$ cat config.mk
export PLATFORM = sky130hd
export DESIGN_NAME = goertzel_bin_scheduler
export DESIGN_NICKNAME = d
export VERILOG_FILES = /design/src/rtl/goertzel_pkg.sv /design/src/rtl/goertzel_tag_delay.sv /design/src/rtl/goertzel_bin_scheduler.sv
export SDC_FILE = /design/constraint.sdc
export NUM_CORES = 1
export LEC_CHECK = 0
export BUFFER_PORTS_ARGS = -buffer_cell sky130_fd_sc_hd__buf_4
export CORE_MARGIN = 4
export CORE_UTILIZATION = 55
export DETAILED_ROUTE_END_ITERATION = 16
export PLACE_DENSITY_LB_ADDON = 0.15
export SLEW_MARGIN = 15
export SYNTH_ARGS = -nofsm -noshare
export SYNTH_HDL_FRONTEND = slang
export SYNTH_HIERARCHICAL = 1
export SYNTH_SLANG_ARGS = --single-unit
$ cat constraint.sdc
create_clock -name clock -period 3.1 [get_ports clock]
set_input_delay 0.62 -clock clock [delete_from_list [all_inputs] [get_ports clock]]
set_output_delay 0.62 -clock clock [all_outputs]
set_load 0.01 [all_outputs]
$ cat src/rtl/goertzel_pkg.sv
// rtl/goertzel_pkg.sv - shared types and width helpers for the Goertzel bin scheduler
package goertzel_pkg;

    typedef enum logic [2:0] {
        ST_IDLE,
        ST_ISSUE,
        ST_DRAIN,
        ST_PWR_ISSUE,
        ST_PWR_DRAIN
    } sched_state_t;

    // Index width for n items, never narrower than one bit.
    function automatic int clog2_w(input int n);
        int w;
        w = $clog2(n);
        return (w < 1) ? 1 : w;
    endfunction

    localparam int BIN_W_DEF = clog2_w(4);
    localparam int CNT_W_DEF = clog2_w(520);

endpackage

$ cat src/rtl/goertzel_tag_delay.sv
// rtl/goertzel_tag_delay.sv - fixed-depth {valid,tag} delay line with async clear
// Ports:
//   clock, reset_n        clock and asynchronous active-low clear
//   in_valid, in_tag      entry launched this cycle
//   out_valid, out_tag    entry launched exactly DEPTH cycles earlier
module goertzel_tag_delay #(
    parameter int DEPTH = 40,
    parameter int W     = 2
) (
    input  logic         clock,
    input  logic         reset_n,
    input  logic         in_valid,
    input  logic [W-1:0] in_tag,
    output logic         out_valid,
    output logic [W-1:0] out_tag
);

    logic [DEPTH-1:0] vld;
    logic [W-1:0]     tag [DEPTH];

    always_ff @(posedge clock or negedge reset_n) begin
        if (!reset_n) begin
            vld <= '0;
            for (int i = 0; i < DEPTH; i++) begin
                tag[i] <= '0;
            end
        end else begin
            vld[0] <= in_valid;
            tag[0] <= in_tag;
            for (int i = 1; i < DEPTH; i++) begin
                vld[i] <= vld[i-1];
                tag[i] <= tag[i-1];
            end
        end
    end

    assign out_valid = vld[DEPTH-1];
    assign out_tag   = tag[DEPTH-1];

endmodule

$ cat src/rtl/goertzel_bin_scheduler.sv
// rtl/goertzel_bin_scheduler.sv - sequences one shared Goertzel datapath across NUM_BINS bins
// Ports:
//   clock, reset_n                  system clock, asynchronous active-low reset
//   run, sample_valid, clr_overrun  enable, new-sample pulse, overrun clear
//   dp_issue/dp_bin/dp_first        datapath launch, bin index, first-sample qualifier
//   wb_en/wb_bin                    delayed state write-back for a bin
//   pwr_start/pwr_bin               power evaluation launch
//   pwr_done/pwr_done_bin           power result valid for a bin
//   block_done, busy, sample_idx, overrun  status
module goertzel_bin_scheduler
    import goertzel_pkg::*;
#(
    parameter  int NUM_BINS  = 4,
    parameter  int BLOCK_LEN = 520,
    parameter  int PIPE_LAT  = 40,
    parameter  int PWR_LAT   = 40,
    localparam int BIN_W     = clog2_w(NUM_BINS),
    localparam int CNT_W     = clog2_w(BLOCK_LEN)
) (
    input  logic             clock,
    input  logic             reset_n,
    input  logic             run,
    input  logic             sample_valid,
    input  logic             clr_overrun,
    output logic             dp_issue,
    output logic [BIN_W-1:0] dp_bin,
    output logic             dp_first,
    output logic             wb_en,
    output logic [BIN_W-1:0] wb_bin,
    output logic             pwr_start,
    output logic [BIN_W-1:0] pwr_bin,
    output logic             pwr_done,
    output logic [BIN_W-1:0] pwr_done_bin,
    output logic             block_done,
    output logic             busy,
    output logic [CNT_W-1:0] sample_idx,
    output logic             overrun
);

    localparam int               OUT_W    = clog2_w(NUM_BINS + 1);
    localparam logic [BIN_W-1:0] LAST_BIN = BIN_W'(NUM_BINS - 1);
    localparam logic [CNT_W-1:0] LAST_IDX = CNT_W'(BLOCK_LEN - 1);

    sched_state_t     state, state_nxt;
    logic [BIN_W-1:0] bin_cnt, bin_nxt;
    logic [CNT_W-1:0] idx_nxt;
    logic [OUT_W-1:0] outstanding, out_nxt;
    logic             dp_issue_nxt, dp_first_nxt, pwr_start_nxt, block_done_nxt;
    logic [BIN_W-1:0] dp_bin_nxt, pwr_bin_nxt;

    // Ops in flight through the datapath; DRAIN looks at the post-update value
    // so the FSM leaves DRAIN on the same cycle the last write-back appears.
    assign out_nxt = outstanding + OUT_W'(dp_issue) - OUT_W'(wb_en);

    always_comb begin
        state_nxt      = state;
        bin_nxt        = bin_cnt;
        idx_nxt        = sample_idx;
        dp_issue_nxt   = 1'b0;
        dp_bin_nxt     = '0;
        dp_first_nxt   = 1'b0;
        pwr_start_nxt  = 1'b0;
        pwr_bin_nxt    = '0;
        block_done_nxt = 1'b0;
        case (state)
            ST_IDLE: begin
                if (sample_valid && run) begin
                    state_nxt    = ST_ISSUE;
                    bin_nxt      = '0;
                    dp_issue_nxt = 1'b1;
                    dp_first_nxt = (sample_idx == '0);
                end else if (!run && sample_idx != '0) begin
                    idx_nxt = '0;
                end
            end
            ST_ISSUE: begin
                if (bin_cnt == LAST_BIN) begin
                    state_nxt = ST_DRAIN;
                end else begin
                    bin_nxt      = bin_cnt + 1'b1;
                    dp_issue_nxt = 1'b1;
                    dp_bin_nxt   = bin_cnt + 1'b1;
                    dp_first_nxt = dp_first;
                end
            end
            ST_DRAIN: begin
                if (out_nxt == '0) begin
                    if (sample_idx == LAST_IDX) begin
                        state_nxt     = ST_PWR_ISSUE;
                        bin_nxt       = '0;
                        pwr_start_nxt = 1'b1;
                    end else begin
                        state_nxt = ST_IDLE;
                        idx_nxt   = sample_idx + 1'b1;
                    end
                end
            end
            ST_PWR_ISSUE: begin
                if (bin_cnt == LAST_BIN) begin
                    state_nxt = ST_PWR_DRAIN;
                end else begin
                    bin_nxt       = bin_cnt + 1'b1;
                    pwr_start_nxt = 1'b1;
                    pwr_bin_nxt   = bin_cnt + 1'b1;
                end
            end
            ST_PWR_DRAIN: begin
                // Power ops complete in issue order, so the last bin is the last result.
                if (pwr_done && pwr_done_bin == LAST_BIN) begin
                    state_nxt      = ST_IDLE;
                    block_done_nxt = 1'b1;
                    idx_nxt        = '0;
                end
            end
            default: state_nxt = ST_IDLE;
        endcase
    end

    always_ff @(posedge clock or negedge reset_n) begin
        if (!reset_n) begin
            state       <= ST_IDLE;
            bin_cnt     <= '0;
            sample_idx  <= '0;
            outstanding <= '0;
            dp_issue    <= 1'b0;
            dp_bin      <= '0;
            dp_first    <= 1'b0;
            pwr_start   <= 1'b0;
            pwr_bin     <= '0;
            block_done  <= 1'b0;
            busy        <= 1'b0;
            overrun     <= 1'b0;
        end else begin
            state       <= state_nxt;
            bin_cnt     <= bin_nxt;
            sample_idx  <= idx_nxt;
            outstanding <= out_nxt;
            dp_issue    <= dp_issue_nxt;
            dp_bin      <= dp_bin_nxt;
            dp_first    <= dp_first_nxt;
            pwr_start   <= pwr_start_nxt;
            pwr_bin     <= pwr_bin_nxt;
            block_done  <= block_done_nxt;
            busy        <= (state_nxt != ST_IDLE);
            // A new drop event beats a simultaneous clear.
            if (sample_valid && state != ST_IDLE) begin
                overrun <= 1'b1;
            end else if (clr_overrun) begin
                overrun <= 1'b0;
            end
        end
    end

    goertzel_tag_delay #(.DEPTH(PIPE_LAT), .W(BIN_W)) u_wb_delay (
        .clock     (clock),
        .reset_n   (reset_n),
        .in_valid  (dp_issue),
        .in_tag    (dp_bin),
        .out_valid (wb_en),
        .out_tag   (wb_bin)
    );

    goertzel_tag_delay #(.DEPTH(PWR_LAT), .W(BIN_W)) u_pwr_delay (
        .clock     (clock),
        .reset_n   (reset_n),
        .in_valid  (pwr_start),
        .in_tag    (pwr_bin),
        .out_valid (pwr_done),
        .out_tag   (pwr_done_bin)
    );

endmodule

==> run_results.csv <==
group,metric,value,unit
setup_path,critPathMostFrequentCell,"ha_1",
setup_path,reg2reg_to,"sample_idx[8]",
setup_path,cp.depth,8,
synth,yosysMostFrequentCell,"dfrtp_1",
timing,slew_violations,0,
floorplan,fp-row-count,42,
drt,drt-initial-drc-count,195,
synth,ys_top_cells_by_count,"dfrtp_1 (268), inv_1 (16), o211ai_1 (12)",
worst_hold_path,hp-class,"input port to async pin",
synth,ys_ff_latch,268,
grt,antenna_found_initial,0,
clock_tree,cts.clk_slew.worst_paths,60,ps
clock_tree,cts_hold_buf,0,
synth,async_flop_share,100,%
floorplan,die_area,15900,um^2
clock_tree,clk_path_buf_depth,3,
power_and_ir_drop,p_leak,4.60,nW
cells_and_area,fin_nets,465,
grt,grt_max_degree,91,
power_and_ir_drop,power_density,845,nW/um^2
setup_path,reg2reg_depth,8,
cells_and_area,utilization,65.8,%
setup_path,rrSetupSlack,490,ps
synth,syn_avg_cell_area,19.0,um^2
timing,setup_viol,0,
timing,tightest_slew,648,ps
clock_tree,htreeDepth,1,
floorplan,initial_core_util,56.8,%
setup_path,worst-path-buf-inv,1,
clock_tree,cts_setup_buffers,0,
clock_tree,insertion_delay,500,ps
clock_tree,cts_resized,0,
clock_tree,cts_tree,"done",
timing,finalHoldViolCount,0,
place,dpl-instance-area,8090,um^2
floorplan,coreArea,13500,um^2
floorplan,io_pins,31,
drt,vias,3231,
synth,synth_flop_cell,"dfrtp_1",
timing,finalClockSkew,8.09,ps
clock_tree,cts_made_buffers,25,
timing,min_period,2610,ps
cells_and_area,design_area,8860,um^2
timing,post-route-period-util,84.3,%
synth,synth-warning-count,6,
place,place_ws,488,ps
setup_path,cp_top_family,"simple AND/OR/NAND/NOR gates",
synth,syn_inst,402,
place,gp_congestion,0.782,
timing,rsz0062_at_grt,"false",
synth,syn_nets,413,
grt,grt_pass1_wl,18.9,mm
timing,finalWorstSetupSlack,485,ps
cells_and_area,drive_above_1_share,17.7,%
grt,grt_pass1_vias,3504,
status,status,"finished, final reports clean",
setup_path,critPathKind,"flip-flop to flip-flop",
power_and_ir_drop,ir_drop,508,uV
clock_tree,cts.sinks,268,
drt,vias_per_cell,5.00,
place,dpl.hpwl,5.45,mm
setup_path,rr_startpoint,"u_wb_delay/vld[39]",
synth,post_synth_num_cell_types,51,
synth,synth_edf_count,0,
drt,wl_per_cell,16.8,um
setup_path,crit_chain,"ha_1 -> inv_1 -> ha_1 -> fa_1 -> nor2_1 -> nand3_2 -> or4_1 -> o211ai_1",
timing,slew_headroom,56.8,%
place,portBuffers,30,
synth,ys_top_cells_by_area,"dfrtp_1 (88%), o211ai_1 (1.2%), ha_1 (0.82%)",
cells_and_area,filler_cell_count,939,
cells_and_area,syn_to_final_growth,15.8,%
power_and_ir_drop,finalPower,0.00749,W
setup_path,critical-path-slowest-cell,"or4_1",
setup_path,worstPathRequired,3510,ps
timing,tns,0,ps
synth,seq_area_frac_synth,87.7,%
setup_path,end_kind,"flip-flop",
grt,grt_usage,14.9,%
synth,synth_top_area_cell,"dfrtp_1",
timing,max_freq,382,MHz
drt,drt_wl_total,10.9,mm
setup_path,arrival,3030,ps
synth,netlist.area_leader.share,87.7,%
drt,drt-pass1-iter-count,5,
setup_path,crit_path_start_kind,"flip-flop",
setup_path,cp_slowest_stage_delay,510,ps
floorplan,die_w,126,um
grt,overflow,0,
setup_path,cp_max_fo,6,
drt,drc,0,
clock_tree,cts_root_buf,"clkbuf_16",
run,maxCapViolCount,0,
synth,netlist_area,7650,um^2
drt,antenna_left,0,
cells_and_area,diodes,0,
floorplan,die_h,126,um
[through the flow]
| step | hold slack [ps] | std cells |
|---|---|---|
| 2_1_floorplan | 324 | 402 |
| 3_3_place_gp | 335 | 603 |
| 4_1_cts | 134 | 646 |
| 3_5_place_dp | 335 | 603 |
| 6_report | 119 | 646 |
| 5_1_grt | 164 | 646 |
[cells in the final DEF (no fill, tap or decap), types with 2 or more instances in the layout]
cell type	count
dfrtp_1	268
buf_4	32
clkbuf_16	25
inv_1	16
o211ai_1	12
nor2_1	10
clkbuf_1	10
o21ai_0	8
nand2_1	7
nand3_1	7
nand4_1	5
and3_1	5
ha_1	5
clkbuf_8	4
nand4b_1	3
or4_1	3
nor2b_1	2
and3_2	2
or3_1	2
o211ai_2	2
a21oi_1	2
nor4b_1	2
a211o_1	2
and2_1	2
a41oi_1	2
buf_12	2
[routing by layer]
metal  vias up  track usage [%]  share of wire [%]
li1       1439                -                  -
met1      1687             23.3                 47
met2        82             21.8                 46
met3        23             2.79                3.9
met4         0             4.86                3.1
met5         -                0                  0
[power breakdown]
group / total [W] / switching [W] / internal, W / leakage, nW
combinational: 0.000867 / 0.000518 / 0.000349 / 0.520
sequential: 0.00377 / 0.000135 / 0.00364 / 3.71
clock: 0.00285 / 0.00118 / 0.00167 / 0.371
total: 0.00749 / 0.00183 / 0.00565 / 4.60
[sequential cells by signal, summed over array words and instances, names as in the netlist]
signal	count
busy	1
overrun	1
u_pwr_delay/vld	40
dp_issue	1
pwr_bin	2
u_pwr_delay/tag	78
dp_bin	2
sample_idx	10
bin_cnt	2
u_wb_delay/out_tag	2
pwr_start	1
block_done	1
dp_first	1
state	3
u_wb_delay/vld	40
outstanding	3
u_wb_delay/tag	78
u_pwr_delay/out_tag	2
[logic make-up (layout without fill, tap and decap cells)]
logic type	count (synthesis)	after routing	share of synthesized area (%)
buffers and inverters	26	94	1.75
adders and majority gates	6	6	1.08
muxes	1	1	0.147
DFF	268	268	87.7
and+or+nand+nor	65	65	5.68
xor gates and xnor gates	2	2	0.442
AOI/OAI and AO/OA	34	34	3.19
[worst max-delay path by stage]
| stage | startpoint | to | slack [ps] |
|---|---|---|---|
| floorplan | u_wb_delay/vld[39] | sample_idx[6] | 640 |
| global placement | u_wb_delay/vld[39] | sample_idx[6] | 590 |
| detailed placement | u_wb_delay/vld[39] | sample_idx[8] | 490 |
| CTS | u_wb_delay/vld[39] | sample_idx[8] | 480 |
| global route | u_wb_delay/vld[39] | sample_idx[6] | 280 |
| finish | u_wb_delay/vld[39] | sample_idx[8] | 490 |
[area by class of cell]
type | instances | area (um^2) | share of cell area [%]
flip-flops and latches | 268 | 6710 | 75.7
clock inverters | 4 | 51.3 | 0.579
repair buffers | 35 | 295 | 3.33
well taps | 176 | 220 | 2.49
inverters | 16 | 60.1 | 0.678
clock buffers | 39 | 718 | 8.11
multi-input cells | 108 | 806 | 9.10
Note: power is estimated with default switching activity, not from simulation.
